**src/rtl/fetch_stage.sv**
```systemverilog
// Instruction-fetch stage: owns the PC, issues pipelined IMEM requests,
// buffers in-order responses in a small queue and drives the IF register.
`timescale 1ns/1ps
module fetch_stage #(
    parameter logic [31:0] RESET_PC  = 32'h0000_0000,
    parameter int unsigned FQ_DEPTH  = 4,
    parameter logic [31:0] NOP_INSTR = 32'h0000_0013
) (
    input  logic        Clk,
    input  logic        Reset_n,
    output logic        IMEM_req,
    output logic [31:0] IMEM_addr,
    input  logic        IMEM_gnt,
    input  logic        IMEM_rvalid,
    input  logic [31:0] IMEM_rdata,
    input  logic        Stall,
    input  logic        IF_ID_Flush,
    input  logic        Redirect,
    input  logic [31:0] Redirect_target,
    output logic [31:0] IF_Instruction,
    output logic [31:0] IF_PC,
    output logic        IF_Valid
);

    localparam int unsigned PW = $clog2(FQ_DEPTH);
    localparam int unsigned CW = $clog2(FQ_DEPTH + 1);
    localparam logic [CW:0] DepthW = (CW + 1)'(FQ_DEPTH);

    logic [31:0]         pc_q, pc_d;
    logic [PW-1:0]       head_q, head_d, tail_q, tail_d, fill_q, fill_d;
    logic [CW-1:0]       count_q, count_d;       // allocated entries, filled or not
    logic [CW-1:0]       unfilled_q, unfilled_d; // allocated entries awaiting a response
    logic [CW-1:0]       discard_q, discard_d;   // old-path responses still to drop
    logic [31:0]         ent_pc_q    [FQ_DEPTH];
    logic [31:0]         ent_instr_q [FQ_DEPTH];
    logic [FQ_DEPTH-1:0] ent_filled_q;
    logic [31:0]         if_instr_q, if_pc_q;
    logic                if_valid_q;

    logic        handshake, fill_en, drop_en, pop_en;
    logic [CW:0] occupied, outstanding;
    logic        unused_tgt;

    assign unused_tgt  = ^Redirect_target[1:0];
    assign occupied    = {1'b0, count_q} + {1'b0, discard_q};
    assign outstanding = {1'b0, unfilled_q} + {1'b0, discard_q};

    // Request gating uses registered counts only, so req/addr stay stable until granted.
    assign IMEM_req  = Reset_n & ~Redirect & (occupied < DepthW);
    assign IMEM_addr = pc_q;
    assign handshake = IMEM_req & IMEM_gnt;

    // A response in the redirect cycle belongs to the old path and is never stored.
    assign fill_en = IMEM_rvalid & ~Redirect & (discard_q == '0) & (unfilled_q != '0);
    assign drop_en = IMEM_rvalid & ~Redirect & (discard_q != '0);
    assign pop_en  = ~Redirect & ~IF_ID_Flush & ~Stall & (count_q != '0) & ent_filled_q[head_q];

    assign IF_Instruction = if_instr_q;
    assign IF_PC          = if_pc_q;
    assign IF_Valid       = if_valid_q;

    // Next-state for PC, queue pointers and counters.
    always_comb begin
        pc_d       = pc_q;
        head_d     = head_q;
        tail_d     = tail_q;
        fill_d     = fill_q;
        count_d    = count_q;
        unfilled_d = unfilled_q;
        discard_d  = discard_q;
        if (Redirect) begin
            pc_d       = {Redirect_target[31:2], 2'b00};
            head_d     = '0;
            tail_d     = '0;
            fill_d     = '0;
            count_d    = '0;
            unfilled_d = '0;
            // Everything still outstanding must be dropped, minus the one arriving now.
            if (IMEM_rvalid && outstanding != '0) begin
                discard_d = CW'(outstanding - (CW + 1)'(1));
            end else begin
                discard_d = CW'(outstanding);
            end
        end else begin
            if (handshake) begin
                pc_d   = pc_q + 32'd4;
                tail_d = tail_q + PW'(1);
            end
            if (fill_en) begin
                fill_d = fill_q + PW'(1);
            end
            if (pop_en) begin
                head_d = head_q + PW'(1);
            end
            count_d    = count_q + CW'(handshake) - CW'(pop_en);
            unfilled_d = unfilled_q + CW'(handshake) - CW'(fill_en);
            discard_d  = discard_q - CW'(drop_en);
        end
    end

    // Control state registers.
    always_ff @(posedge Clk) begin
        if (!Reset_n) begin
            pc_q       <= RESET_PC;
            head_q     <= '0;
            tail_q     <= '0;
            fill_q     <= '0;
            count_q    <= '0;
            unfilled_q <= '0;
            discard_q  <= '0;
        end else begin
            pc_q       <= pc_d;
            head_q     <= head_d;
            tail_q     <= tail_d;
            fill_q     <= fill_d;
            count_q    <= count_d;
            unfilled_q <= unfilled_d;
            discard_q  <= discard_d;
        end
    end

    // Per-entry filled flags; a fill only becomes poppable on the following cycle.
    always_ff @(posedge Clk) begin
        if (!Reset_n || Redirect) begin
            ent_filled_q <= '0;
        end else begin
            if (handshake) begin
                ent_filled_q[tail_q] <= 1'b0;
            end
            if (fill_en) begin
                ent_filled_q[fill_q] <= 1'b1;
            end
        end
    end

    // Queue payload storage; validity is tracked by the flags and counters.
    always_ff @(posedge Clk) begin
        if (handshake) begin
            ent_pc_q[tail_q] <= pc_q;
        end
        if (fill_en) begin
            ent_instr_q[fill_q] <= IMEM_rdata;
        end
    end

    // IF pipeline register: redirect/flush bubble, stall hold, otherwise pop or bubble.
    always_ff @(posedge Clk) begin
        if (!Reset_n) begin
            if_valid_q <= 1'b0;
            if_instr_q <= NOP_INSTR;
            if_pc_q    <= 32'h0;
        end else if (Redirect || IF_ID_Flush) begin
            if_valid_q <= 1'b0;
            if_instr_q <= NOP_INSTR;
        end else if (Stall) begin
            if_valid_q <= if_valid_q;
        end else if (pop_en) begin
            if_valid_q <= 1'b1;
            if_instr_q <= ent_instr_q[head_q];
            if_pc_q    <= ent_pc_q[head_q];
        end else begin
            if_valid_q <= 1'b0;
            if_instr_q <= NOP_INSTR;
        end
    end

    // A response with nothing outstanding means the memory side is broken.
    always_ff @(posedge Clk) begin
        if (Reset_n && IMEM_rvalid) begin
            assert (discard_q != '0 || unfilled_q != '0);
        end
    end

endmodule

```
**config.mk**
```make
export PLATFORM = sky130hd
export DESIGN_NAME = fetch_stage
export DESIGN_NICKNAME = d
export VERILOG_FILES = /design/src/rtl/fetch_stage.sv
export SDC_FILE = /design/constraint.sdc
export NUM_CORES = 1
export LEC_CHECK = 0
export CORE_ASPECT_RATIO = 1.1
export CORE_MARGIN = 2
export CORE_UTILIZATION = 35
export DETAILED_ROUTE_END_ITERATION = 10
export REMOVE_ABC_BUFFERS = 1
export SYNTH_ARGS = -nofsm -noshare
export SYNTH_HDL_FRONTEND = slang
export SYNTH_SLANG_ARGS = --single-unit
```
**constraint.sdc**
```tcl
create_clock -name Clk -period 3.6 [get_ports Clk]
set_clock_uncertainty 0.2 [all_clocks]
set_input_delay 0.72 -clock Clk [delete_from_list [all_inputs] [get_ports Clk]]
set_output_delay 0.72 -clock Clk [all_outputs]
set_load 0.03 [all_outputs]
```
==> impl_metrics.ini, run 1 <==
[outcome]
status = finished, final reports clean

[sta]
worst_pin_slew_ps = 863
min_period_over_period_pct = 86.2
rsz0062_at_grt = no
max_freq_mhz = 322
final_max_slew_viol_count = 0
max_slew_margin_pct = 42.5
min_period_ps = 3100
finalHoldViolCount = 0
report.final.setup_viol = 0

[worst_setup_path]
crit_arrival_ps = 2180
r2r_start = count_q[1]$_SDFF_PP0_
cp_data_required_time_ps = 2680
cp-end-kind = output pin
r2r_slack_ps = 570
worstPathCellList = ha_1 > a311o_1 > nor3_1 > buf_4 > buf_12
slowest_delay_ps = 460
crit_path_top_delay_cell = dfxtp_1
worst-r2r-cell-count = 12
path_class = flop to output pin
reg2reg_to = count_q[2]$_SDFF_PP0_
crit_path_max_fanout = 5
cp-start-kind = flop

[route]
wire_per_inst_um = 20.0
drt_wl_total_um = 32900
drt_first_pass_iters = 5
antenna_left = 0
via_per_inst = 5.09
vias = 8385
drc_errors = 0
initialDrtViolationCount = 410

[die]
initial_core_util_pct = 35.6
die_y_um = 214
coreArea_mm2 = 0.0393
dieArea_mm2 = 0.0416
die_x_um = 195
ios = 169
rows = 76

[logic_synthesis]
synth_top_area_cell = edfxtp_1
synth_top_area_share_pct = 53.2
synth_edf_count = 248
synth-seq-area-share_pct = 69.5
syn_area_per_cell_um2 = 15.2
synth.distinct_cells = 56
synthTopCellsByCount = 248 x edfxtp_1, 114 x dfxtp_1, 100 x nand2_1, 63 x mux4_2, 60 x nor2_1
ys_ff_latch = 362
ys_top_cells_by_area = edfxtp_1 53%, dfxtp_1 16%, mux4_2 10%
synth_most_common_cell = edfxtp_1
yosysWarnings = 0
syn_area_mm2 = 0.0140
async_flop_share_pct = 0
syn_inst = 919
synthFlopType = edfxtp_1

[power]
power_mw = 8.94
leakagePower_nw = 5.77
peakVddDrop_mv = 0.323
power_density_mw_per_mm2 = 504

[worst_hold_path]
hp-start = IF_PC[19]$_SDFFE_PN0P_
hold_depth = 2
hold_path.class = flop to flop
min_to = IF_PC[19]$_SDFFE_PN0P_

[clock_tree]
cts_hold_buf = 0
clkTransAtPathRegs_ps = 60
htreeDepth = 2
cts.repair.resized = 0
cts-root-buf = clkbuf_16
cts_buffer_depth = 3
clk_latency_ps = 530
post_cts_buffers = 0
cts.sinks = 362
cts_tree = yes
cts_buffers = 39

[global_route]
grt_pass1_wl_um = 50000
antenna_found_initial = 3
first_global_vias = 8409
grt_overflow_total = 0
grt_max_degree = 62
grt.total_usage_pct = 15.8

[finish]
drive_gt1_share_pct = 15.3
syn_to_final_growth_pct = 26.6
design_area_mm2 = 0.0177
nNetsFinal = 1202

[placement]
hpwlAfterDp_um = 20200
place_area_mm2 = 0.0164
gp_congestion = 0.773
io_buffers = 162

[flow_run]
maxCapViolCount = 0
## per-layer routing
metal / GRT usage (%) / up-vias / wire length, µm
li1: - / 3867 / -
met3: 4.25 / 43 / 2460
met1: 20.8 / 4221 / 14400
met5: 0 / - / 31
met4: 3.29 / 4 / 485
met2: 26.3 / 250 / 15500
## layout make-up
type	instances	area, µm²
Tap cell	507	634
Clock buffer	48	1060
Fill cell	3518	21500
Clock inverter	24	250
Inverter	25	93.8
Multi-Input combinational cell	485	3980
Timing Repair Buffer	194	1970
Antenna cell	1	2.50
Sequential cell	362	9730
## how the worst max path moves through the flow
stage	startpoint	endpoint
6_report	count_q[1]$_SDFF_PP0_	IMEM_req
3_3_place_gp	Redirect	count_q[2]$_SDFF_PP0_
2_1_floorplan	head_q[0]$_SDFFE_PP0P_	count_q[2]$_SDFF_PP0_
4_1_cts	count_q[1]$_SDFF_PP0_	IMEM_req
5_1_grt	count_q[1]$_SDFF_PP0_	IMEM_req
3_5_place_dp	Redirect	count_q[2]$_SDFF_PP0_
## where the power goes
part	internal (mW)	switching (mW)
clock	2.39	1.63
combinational	0.174	0.205
sequential	4.49	0.0587
total	7.05	1.89
## worst max-delay path, delay by kind of cell, from the launching register on
family,cells,cell delay (ps)
flip-flops,1,460
AO/OA/AOI/OAI,1,450
adder cells (fa/ha/maj),1,280
buffers and inverters,2,270
AND/OR/NAND/NOR,1,200
## flip-flops by register name, indices dropped and copies added (netlist names), named ones only
signal,cells
head_q,2
ent_instr_q,128
fill_q,2
unfilled_q,3
tail_q,2
ent_pc_q,120
discard_q,3
IF_Instruction,32
IF_PC,30
ent_filled_q,4
IMEM_addr,30
IF_Valid,1
count_q,3
## cell families (layout without fill, tap and decap cells)
group,after synthesis,after routing,share of synthesized area [%]
DFF,362,362,69.5
muxes,69,69,10.6
AOI/OAI and AO/OA,143,143,6.66
buffers and inverters,75,291,2.25
adders and majority gates,24,24,2.31
xor gates and xnor gates,19,19,1.19
other,1,5,0.0268
and+or+nand+nor,226,226,7.46
## cells in the final DEF, fill, tap and decap left out, drive strengths merged, types with 5 or more instances in the layout
cell,count
edfxtp,248
clkdlybuf4s50,161
dfxtp,114
nand2,101
mux4,63
nor2,60
a21oi,50
clkbuf,48
a22oi,34
buf,33
inv,26
ha,21
o21ai,20
nand3,18
clkinv,18
nand4,13
xor2,11
and2,10
xnor2,8
nor3,6
o311ai,6
nand2b,5
and3,5
a31oi,5
## stage by stage
stage / TNS, ps / utilization (%) / instances / hold WS (ps) / setup slack [ps]
after floorplan: -20480 / - / 872 / 260 / -1340
after global placement: 0 / 41.8 / 1573 / 244 / 148
after detailed placement: 0 / 41.8 / 1573 / 248 / 137
after CTS: 0 / 45.1 / 1645 / 256 / 453
after global routing: 0 / 45.1 / 1645 / 272 / 358
final: 0 / 45.1 / 1646 / 255 / 498
(Power assumes the default switching activity.)
==> run 2: changes to the inputs <==
Settings changed: SLEW_MARGIN from default to 20.
==> results of run 2 <==
The final DEF is identical to that of run 1; final timing and power are the same.
==> run 3: changes to the inputs <==
Settings changed: CELL_PAD_IN_SITES_DETAIL_PLACEMENT from default to 1, CELL_PAD_IN_SITES_GLOBAL_PLACEMENT from default to 1, PLACE_DENSITY_LB_ADDON from default to 0.1.
==> run 3 against run 2 <==
Against the previous run: first-iteration DRC count fell by 2.4%; non-clock buffer count is the same; routed wire length is 7.2% higher; via count rose by 0.31%; critical path type unchanged; power increased by 0.38%; die area unchanged; largest power group unchanged; sequential share of layout area rose by 0.092 points; final cell count is essentially flat; worst setup slack got worse by 51 ps; maximum frequency shrank 1.6%; critical endpoint unchanged.
==> impl_metrics.ini, run 3 (synthesized netlist as in run 1, its figures left out) <==
[outcome]
status = finished, final reports clean

[finish]
largest_register_ffs = 128
layout_common_cells = 248 x edfxtp_1, 161 x clkdlybuf4s50_1, 111 x dfxtp_1
design_area_mm2 = 0.0177
syn_to_final_growth_pct = 26.4
largest-register = ent_instr_q
nNetsFinal = 1203
drive_gt1_share_pct = 15.5
fin_cells = 1645
final_common_cell = edfxtp_1
insertedDiodeCount = 0
fill_cells = 3884

[global_route]
grt_overflow_total = 0
antenna_found_initial = 1
first_global_vias = 8963
grt_pass1_wl_um = 54500
grt.total_usage_pct = 17.3
grt_max_degree = 62

[power]
p_comb_share_pct = 4.3
power_frac_seq_pct = 50.7
p_switching_mw = 1.87
switching_share_pct = 20.8
clockPowerShare_pct = 45.0
power_mw = 8.97
power_density_mw_per_mm2 = 507
peakVddDrop_mv = 0.300
intPower_mw = 7.11
leakagePower_nw = 5.77

[clock_tree]
htreeDepth = 2
cts.sinks = 362
clkTransAtPathRegs_ps = 60
cts-root-buf = clkbuf_16
cts.repair.resized = 0
post_cts_buffers = 0
cts_buffers = 40
clk_latency_ps = 530
cts_tree = yes
cts_buffer_depth = 3
cts_hold_buf = 0

[die]
rows = 76
ios = 169
die_y_um = 214
dieArea_mm2 = 0.0416
initial_core_util_pct = 35.6
die_x_um = 195
coreArea_mm2 = 0.0393

[placement]
gp_congestion = 0.731
place_area_mm2 = 0.0164
dpl.cell_count = 1573
io_buffers = 162
place_ws_ps = 115
hpwlAfterDp_um = 21600

[worst_setup_path]
path_class = flop to output pin
cp_data_required_time_ps = 2680
crit_arrival_ps = 2230
cp-start-kind = flop
cp-end-kind = output pin
crit_path_max_fanout = 5

[sta]
final_max_slew_viol_count = 0
rsz0062_at_grt = no
finalHoldViolCount = 0
fin_ws_ps = 447
min_period_ps = 3150
max_freq_mhz = 317
worst_pin_slew_ps = 943
min_period_over_period_pct = 87.6
report.final.setup_viol = 0
max_slew_margin_pct = 37.1
tns_ps = 0

[route]
drt_first_pass_iters = 4
antenna_left = 0
vias = 8411
drc_errors = 0
wire_per_inst_um = 21.5
initialDrtViolationCount = 400
via_per_inst = 5.11
drt_wl_total_um = 35300

[worst_hold_path]
hold_path.class = flop to flop

[flow_run]
maxCapViolCount = 0
## run 3: per-stage QoR
step	hold WS [ps]	utilization [%]
floorplan	260	-
global placement	246	41.8
detailed placement	250	41.8
CTS	258	45.1
global route	275	45.1
finish	252	45.1
## run 3: worst paths after layout
kind,from,to,slack (ps),cells after the start
worst min register to register,IF_PC[22]$_SDFFE_PN0P_,IF_PC[22]$_SDFFE_PN0P_,250,2
worst max-delay path,count_q[1]$_SDFF_PP0_,IMEM_req,450,5
worst max register to register,count_q[1]$_SDFF_PP0_,count_q[2]$_SDFF_PP0_,500,12
worst min-delay path,IF_PC[22]$_SDFFE_PN0P_,IF_PC[22]$_SDFFE_PN0P_,250,2
## run 3: critical path: stages (launching register included)
cell and delay [ps]:
dfxtp_1 490, ha_1 280, a311o_1 460, nor3_1 210, buf_4 160, buf_12 110
## run 3: cell type report
class / count / area [µm²] / area share, %
clock buffers: 54 / 1110 / 6.30
clock inverters: 18 / 181 / 1.03
repair buffers: 194 / 1960 / 11.1
well taps: 507 / 634 / 3.58
flip-flops and latches: 362 / 9730 / 55.0
inverters: 25 / 93.8 / 0.530
multi-input cells: 485 / 3980 / 22.5
## run 3: routing by layer
| layer | global-route usage [%] | part of all wire (%) | vias to the layer above |
|---|---|---|---|
| met5 | 0 | 0.037 | - |
| met4 | 4.88 | 2.0 | 2 |
| met3 | 3.44 | 4.8 | 50 |
| met2 | 30.1 | 49 | 192 |
| met1 | 22.2 | 44 | 4299 |
| li1 | - | - | 3868 |
## run 3: power by group through the flow
stage                     Combinational (mW)  Sequential (mW)  Clock (mW)
after floorplan                        0.128             4.66           0
after global placement                 0.383             4.64           0
after detailed placement               0.388             4.64           0
after CTS                              0.391             4.55        4.16
after global routing                   0.419             4.56        4.32
final                                  0.384             4.55        4.04
